==> src/rtl/teclado_cajero_if.sv <==
// Keypad-side bundle: raw key inputs toward the front-end, digit/amount results toward the ATM controller.
// Combinational only; no latency of its own.
// No backpressure: the strobes are single-cycle pulses the consumer must take as they come.
interface teclado_cajero_if;
    logic        TECLA_ACTIVA;
    logic [3:0]  TECLA;
    logic        MODO_MONTO;
    logic [3:0]  DIGITO;
    logic        DIGITO_STB;
    logic [31:0] MONTO;
    logic        MONTO_STB;
    logic [3:0]  CANT_DIGITOS;
    logic        TECLA_INVALIDA;

    modport master (
        output TECLA_ACTIVA, TECLA, MODO_MONTO,
        input  DIGITO, DIGITO_STB, MONTO, MONTO_STB, CANT_DIGITOS, TECLA_INVALIDA
    );

    modport slave (
        input  TECLA_ACTIVA, TECLA, MODO_MONTO,
        output DIGITO, DIGITO_STB, MONTO, MONTO_STB, CANT_DIGITOS, TECLA_INVALIDA
    );
endinterface

==> src/rtl/teclado_cajero.sv <==
// Debounced keypad front-end: one PIN digit or amount-accumulator action per physical press.
// Latency: strobe 2 (sync) + DEBOUNCE_CICLOS + 1 edges after a clean key-down.
// No backpressure: holding a key never repeats; strobes are one-cycle pulses.
module teclado_cajero #(
    parameter int DEBOUNCE_CICLOS = 16,
    parameter int MAX_DIGITOS     = 9
) (
    input  logic           clk,
    input  logic           rst,
    teclado_cajero_if.slave bus
);
    localparam int CW = $clog2(DEBOUNCE_CICLOS + 1);
    localparam logic [CW-1:0] CNT_UNO = CW'(1);
    localparam logic [CW-1:0] CNT_FIN = CW'(DEBOUNCE_CICLOS);
    localparam logic [3:0]    MAX_D   = 4'(MAX_DIGITOS);
    localparam logic [3:0]    K_ENTER = 4'hA;
    localparam logic [3:0]    K_CLEAR = 4'hB;

    typedef enum logic [2:0] {
        REPOSO, ANTIRREBOTE_P, ACCION, ESPERA_SOLTAR, ANTIRREBOTE_S
    } estado_t;

    estado_t       state_q, state_d;
    logic [CW-1:0] cnt_q, cnt_d;
    logic          latch;

    logic          act_m, act_s;
    logic [3:0]    tecla_m, tecla_s;
    logic          modo_prev;
    logic [3:0]    tecla_l;
    logic          modo_l;
    logic          es_dig;

    logic [3:0]    digito_q, digito_d;
    logic [31:0]   monto_q, monto_d;
    logic [31:0]   acc_q, acc_d;
    logic [3:0]    cant_q, cant_d;
    logic          dstb_q, dstb_d;
    logic          mstb_q, mstb_d;
    logic          inv_q, inv_d;

    // Two-flop synchronisers; the mode input is only edge-compared, not synchronised.
    always_ff @(posedge clk or negedge rst) begin
        if (!rst) begin
            act_m     <= 1'b0;
            act_s     <= 1'b0;
            tecla_m   <= 4'd0;
            tecla_s   <= 4'd0;
            modo_prev <= 1'b0;
        end else begin
            act_m     <= bus.TECLA_ACTIVA;
            act_s     <= act_m;
            tecla_m   <= bus.TECLA;
            tecla_s   <= tecla_m;
            modo_prev <= bus.MODO_MONTO;
        end
    end

    always_ff @(posedge clk or negedge rst) begin
        if (!rst) begin
            state_q <= REPOSO;
            cnt_q   <= '0;
            tecla_l <= 4'd0;
            modo_l  <= 1'b0;
        end else begin
            state_q <= state_d;
            cnt_q   <= cnt_d;
            if (latch) begin
                tecla_l <= tecla_s;
                modo_l  <= bus.MODO_MONTO;
            end
        end
    end

    always_comb begin
        state_d = state_q;
        cnt_d   = cnt_q;
        latch   = 1'b0;
        case (state_q)
            REPOSO: begin
                if (act_s) begin
                    state_d = ANTIRREBOTE_P;
                    cnt_d   = CNT_UNO;
                end
            end
            ANTIRREBOTE_P: begin
                cnt_d = cnt_q + CNT_UNO;
                if (!act_s) begin
                    state_d = REPOSO;
                end else if (cnt_q + CNT_UNO == CNT_FIN) begin
                    state_d = ACCION;
                    latch   = 1'b1;
                end
            end
            ACCION: state_d = ESPERA_SOLTAR;
            ESPERA_SOLTAR: begin
                if (!act_s) begin
                    state_d = ANTIRREBOTE_S;
                    cnt_d   = CNT_UNO;
                end
            end
            ANTIRREBOTE_S: begin
                cnt_d = cnt_q + CNT_UNO;
                if (act_s) begin
                    state_d = ESPERA_SOLTAR;
                end else if (cnt_q + CNT_UNO == CNT_FIN) begin
                    state_d = REPOSO;
                end
            end
            default: state_d = REPOSO;
        endcase
    end

    assign es_dig = (tecla_l <= 4'd9);

    always_comb begin
        digito_d = digito_q;
        monto_d  = monto_q;
        acc_d    = acc_q;
        cant_d   = cant_q;
        dstb_d   = 1'b0;
        mstb_d   = 1'b0;
        inv_d    = 1'b0;
        if (bus.MODO_MONTO != modo_prev) begin
            acc_d  = 32'd0;
            cant_d = 4'd0;
        end
        // The latched action wins over a simultaneous mode-change clear.
        if (state_q == ACCION) begin
            if (!modo_l) begin
                if (es_dig) begin
                    digito_d = tecla_l;
                    dstb_d   = 1'b1;
                end else begin
                    inv_d = 1'b1;
                end
            end else if (es_dig) begin
                if (cant_q < MAX_D) begin
                    acc_d    = acc_q * 32'd10 + {28'd0, tecla_l};
                    cant_d   = cant_q + 4'd1;
                    digito_d = tecla_l;
                    dstb_d   = 1'b1;
                end else begin
                    inv_d = 1'b1;
                end
            end else if (tecla_l == K_ENTER) begin
                if (cant_q != 4'd0) begin
                    monto_d = acc_q;
                    mstb_d  = 1'b1;
                    acc_d   = 32'd0;
                    cant_d  = 4'd0;
                end else begin
                    inv_d = 1'b1;
                end
            end else if (tecla_l == K_CLEAR) begin
                acc_d  = 32'd0;
                cant_d = 4'd0;
            end else begin
                inv_d = 1'b1;
            end
        end
    end

    always_ff @(posedge clk or negedge rst) begin
        if (!rst) begin
            digito_q <= 4'd0;
            monto_q  <= 32'd0;
            acc_q    <= 32'd0;
            cant_q   <= 4'd0;
            dstb_q   <= 1'b0;
            mstb_q   <= 1'b0;
            inv_q    <= 1'b0;
        end else begin
            digito_q <= digito_d;
            monto_q  <= monto_d;
            acc_q    <= acc_d;
            cant_q   <= cant_d;
            dstb_q   <= dstb_d;
            mstb_q   <= mstb_d;
            inv_q    <= inv_d;
        end
    end

    assign bus.DIGITO         = digito_q;
    assign bus.DIGITO_STB     = dstb_q;
    assign bus.MONTO          = monto_q;
    assign bus.MONTO_STB      = mstb_q;
    assign bus.CANT_DIGITOS   = cant_q;
    assign bus.TECLA_INVALIDA = inv_q;
endmodule

==> src/flat_wrapper.sv <==
// flat-port wrapper written by rule: the top's interface ports become plain ports
module teclado_cajero_flat 
#(
    parameter int DEBOUNCE_CICLOS = 16,
    parameter int MAX_DIGITOS     = 9
)
  (clk, rst, bus_TECLA_ACTIVA, bus_TECLA, bus_MODO_MONTO, bus_DIGITO, bus_DIGITO_STB, bus_MONTO, bus_MONTO_STB, bus_CANT_DIGITOS, bus_TECLA_INVALIDA);
  teclado_cajero_if bus_i ();
  input  logic clk;
  input  logic rst;
  input wire logic [$bits(bus_i.TECLA_ACTIVA)-1:0] bus_TECLA_ACTIVA;
  input wire logic [$bits(bus_i.TECLA)-1:0] bus_TECLA;
  input wire logic [$bits(bus_i.MODO_MONTO)-1:0] bus_MODO_MONTO;
  output wire logic [$bits(bus_i.DIGITO)-1:0] bus_DIGITO;
  output wire logic [$bits(bus_i.DIGITO_STB)-1:0] bus_DIGITO_STB;
  output wire logic [$bits(bus_i.MONTO)-1:0] bus_MONTO;
  output wire logic [$bits(bus_i.MONTO_STB)-1:0] bus_MONTO_STB;
  output wire logic [$bits(bus_i.CANT_DIGITOS)-1:0] bus_CANT_DIGITOS;
  output wire logic [$bits(bus_i.TECLA_INVALIDA)-1:0] bus_TECLA_INVALIDA;
  assign bus_i.TECLA_ACTIVA = bus_TECLA_ACTIVA;
  assign bus_i.TECLA = bus_TECLA;
  assign bus_i.MODO_MONTO = bus_MODO_MONTO;
  assign bus_DIGITO = bus_i.DIGITO;
  assign bus_DIGITO_STB = bus_i.DIGITO_STB;
  assign bus_MONTO = bus_i.MONTO;
  assign bus_MONTO_STB = bus_i.MONTO_STB;
  assign bus_CANT_DIGITOS = bus_i.CANT_DIGITOS;
  assign bus_TECLA_INVALIDA = bus_i.TECLA_INVALIDA;
  teclado_cajero #(.DEBOUNCE_CICLOS(DEBOUNCE_CICLOS), .MAX_DIGITOS(MAX_DIGITOS)) u_core (.clk(clk), .rst(rst), .bus(bus_i));
endmodule
==> config.mk <==
export PLATFORM = sky130hd
export DESIGN_NAME = teclado_cajero_flat
export DESIGN_NICKNAME = d
export VERILOG_FILES = /design/src/rtl/teclado_cajero_if.sv /design/src/rtl/teclado_cajero.sv /design/src/flat_wrapper.sv
export SDC_FILE = /design/constraint.sdc
export NUM_CORES = 1
export LEC_CHECK = 0
export ABC_AREA = 1
export CORE_ASPECT_RATIO = 1.4
export CORE_MARGIN = 2
export CORE_UTILIZATION = 60
export DETAILED_ROUTE_END_ITERATION = 8
export PLACE_DENSITY_LB_ADDON = 0.2
export SYNTH_ARGS = -nofsm -noshare
export SYNTH_HDL_FRONTEND = slang
export SYNTH_SLANG_ARGS = --single-unit
==> constraint.sdc <==
create_clock -name clk -period 3.95 [get_ports clk]
set_input_delay 0.9875 -clock clk [delete_from_list [all_inputs] [get_ports clk]]
set_output_delay 0.9875 -clock clk [all_outputs]
set_load 0.01 [all_outputs]
==> impl_metrics.env <==
export IMPL_outcome="finished clean"
export IMPL_path_max_fanout=6
export IMPL_die_area_mm2=0.0128
export IMPL_synth_nets=1075
export IMPL_skew_ps=9.84
export IMPL_root_buffer="clkbuf_16"
export IMPL_port_buffers=50
export IMPL_synth_seq_area_share_pct=34.7
export IMPL_rows=47
export IMPL_met3_usage_pct=3.51
export IMPL_grt_pass1_vias=6400
export IMPL_synth_edf_count=0
export IMPL_holdWs_ps=356
export IMPL_clock_path_buffers=2
export IMPL_synth_cell_types=51
export IMPL_detail_route_antenna_nets=0
export IMPL_drt_initial_drc_count=366
export IMPL_grt_use_met1_pct=31.5
export IMPL_hold_violations=0
export IMPL_ys_ff_latch=99
export IMPL_grtUsageTotal_pct=29.8
export IMPL_synth_top_area_cell="dfrtp_1"
export IMPL_power_density_mw_per_mm2=301
export IMPL_cts_made_buffers=9
export IMPL_fin_util_pct=69.5
export IMPL_fp_coreArea_mm2=0.0117
export IMPL_yosys_cell_count_top_type="nand2_1"
export IMPL_busiest_layer="met2"
export IMPL_cpMaxStageDelayCell="fa_1"
export IMPL_fmax_ghz=0.307
export IMPL_slew_headroom_pct=53.0
export IMPL_via_per_inst=5.39
export IMPL_synth_top_area_share_pct=34.7
export IMPL_clock_power_share_pct=35.4
export IMPL_ctsResizeCount=0
export IMPL_die_w_um=96.2
export IMPL_switchingPower_mw=0.763
export IMPL_crit_top_cell="nand2_1"
export IMPL_drive_gt1_share_pct=7.24
export IMPL_nets=1130
export IMPL_grt_pass1_wl_um=29400
export IMPL_cts_post_setup_buffers_inserted=0
export IMPL_ys_flop_type="dfrtp_1"
export IMPL_netlist_instances=1004
export IMPL_crit_arrival_ps=3500
export IMPL_cp_startpoint="u_core.acc_q[1]"
export IMPL_syn_area_per_cell_um2=7.12
export IMPL_synthTopCellsByArea="dfrtp_1, nand2_1, ha_1, inv_1, o21ai_0"
export IMPL_hold_path_class="flip-flop to flip-flop"
export IMPL_h_tree_depth=3
export IMPL_antenna_cells=0
export IMPL_drc=0
export IMPL_cts_tree="yes"
export IMPL_clk_latency_ps=350
export IMPL_slew_viol_final=0
export IMPL_leakage_nw=4.20
export IMPL_min_period_ps=3250
export IMPL_min_period_over_period_pct=82.4
export IMPL_synth_common_cells="nand2_1, inv_1, dfrtp_1, nor2_1, ha_1"
export IMPL_syn_area_mm2=0.00715
export IMPL_wl_um=17600
export IMPL_hold_path_startpoint="u_core.tecla_m[2]"
export IMPL_worstMarginPinSlew_ps=703
export IMPL_final_setup_worst_slack_ps=696
export IMPL_async_flop_share_pct=100
export IMPL_ir_drop_v=0.000412
export IMPL_n_fill_cell=1009
export IMPL_swShare_pct=31.2
export IMPL_clkTransAtPathRegs_ps=70
export IMPL_crit_path_start_kind="flip-flop"
export IMPL_p_comb_share_pct=18.9
export IMPL_gp_congestion=0.938
export IMPL_worst_setup_path_end_kind="flip-flop"
export IMPL_via_count=6528
export IMPL_synth_yosys_warnings=0
export IMPL_power_mw=2.45
export IMPL_overflow=0
export IMPL_wl_per_cell_um=14.6
export IMPL_required_ps=4200
export IMPL_antenna_found_initial=0
export IMPL_pwr_share_seq_pct=45.7
export IMPL_cp_cell_sequence="ha_1, ha_1, fa_1, nand2_1, nand2_2, nand3_1, nand2_1, nand2_1, nand2_1, nand2_1, nand2_2, nor2_4, nand4_1, nor2_1, nand2_1, nand2_1, nand2_1, nand2_1, nand2_1, nand2_1, nand2_1"
export IMPL_start_util_pct=61.1
export IMPL_setup_viol=0
export IMPL_internal_power_mw=1.69
export IMPL_dp_hpwl_um=14100
export IMPL_place_ws_ps=724
export IMPL_max_stage_delay_ps=420
export IMPL_cts_sinks=99
export IMPL_crit_type="flip-flop to flip-flop"
export IMPL_met2_usage_pct=53.5
export IMPL_rsz0062_at_grt="no"
export IMPL_die_h_um=133
export IMPL_grt_max_degree=75
export IMPL_syn_to_final_growth_pct=13.8
export IMPL_maxCapViolations=0
export IMPL_firstDrtPassIters=5
export IMPL_worstReg2RegStart="u_core.acc_q[1]"
export IMPL_io_pins=51
export IMPL_setup_tns_ps=0
export IMPL_hold_buffers=0
[worst paths after layout]
check | endpoint | slack, ps | depth (start not counted)
worst max register to register | u_core.acc_q[31] | 700 | 21
min in group asynchronous | u_core.acc_q[28] | 550 | 1
worst min-delay path | u_core.tecla_s[2] | 360 | 0
max in group asynchronous | u_core.bus.CANT_DIGITOS[0] | 2680 | 2
worst max-delay path | u_core.acc_q[31] | 700 | 21
worst min register to register | u_core.tecla_s[2] | 360 | 0
[sequential cells by signal, indices dropped and copies added, names as in the netlist]
signal,cells
u_core.tecla_l,4
u_core.cnt_q,5
u_core.tecla_m,4
u_core.bus.DIGITO,4
u_core.bus.MONTO,32
u_core.acc_q,32
u_core.state_q,3
u_core.bus.MONTO_STB,1
u_core.modo_prev,1
u_core.act_m,1
u_core.modo_l,1
u_core.tecla_s,4
u_core.bus.TECLA_INVALIDA,1
u_core.act_s,1
u_core.bus.CANT_DIGITOS,4
u_core.bus.DIGITO_STB,1
[per-stage QoR]
step,area [um^2],cells
floorplan,7150,1004
global placement,7840,1195
detailed placement,7840,1195
CTS,8130,1211
global route,8130,1211
finish,8130,1211
[power by group through the flow]
stage / Combinational (mW) / Sequential (mW) / Clock, mW
after CTS: 0.461 / 1.12 / 0.879
after floorplan: 0.295 / 1.14 / 0
after global placement: 0.455 / 1.14 / 0
after global routing: 0.529 / 1.13 / 0.916
after detailed placement: 0.460 / 1.14 / 0
final: 0.462 / 1.12 / 0.867
[layout make-up]
class	count	area, um^2	share of cell area [%]
clock buffer	10	239	2.94
timing repair buffer	54	541	6.65
clock inverter	6	56.3	0.693
multi-input combinational	727	4000	49.2
sequential	99	2480	30.5
inverter	168	631	7.76
tap	147	184	2.26
[per-layer routing]
layer	vias up	routed length (um)
li1	3347	-
met1	2955	6530
met2	163	9280
met3	63	561
met4	0	1270
met5	-	0
[layout by cell type, fill, tap and decap left out, types with 3 or more instances in the layout]
cell               n
a21oi_1           55
a31o_2             4
a31oi_1            3
buf_4              4
clkbuf_16          9
clkdlybuf4s50_1   49
dfrtp_1           99
ha_1              61
inv_1            154
inv_2             12
nand2_1          302
nand2_2            8
nand2_4            4
nand3_1           54
nand3_2            4
nand3b_1           9
nand4_1           12
nor2_1            74
nor2_2             6
nor2_4            10
nor3_1            11
o21ai_0           56
o21bai_1           6
o22ai_1            6
o32ai_1            3
xnor2_1            3
xor2_1             3
[cells by family after synthesis]
logic type / Yosys count / synth area share [%]
flops: 99 / 34.7
fa+ha+maj: 63 / 11.2
buf+inv: 178 / 9.39
simple gates: 507 / 31.8
xor+xnor: 6 / 0.736
compound gates: 149 / 11.9
mux: 2 / 0.298
[worst max-delay path: cells and delay by family (launching register included)]
kind	cells	cell delay [ps]
flip-flops	1	410
adder cells (fa/ha/maj)	3	980
AND/OR/NAND/NOR	18	1750
No activity file was read; power rests on OpenSTA's default activity.
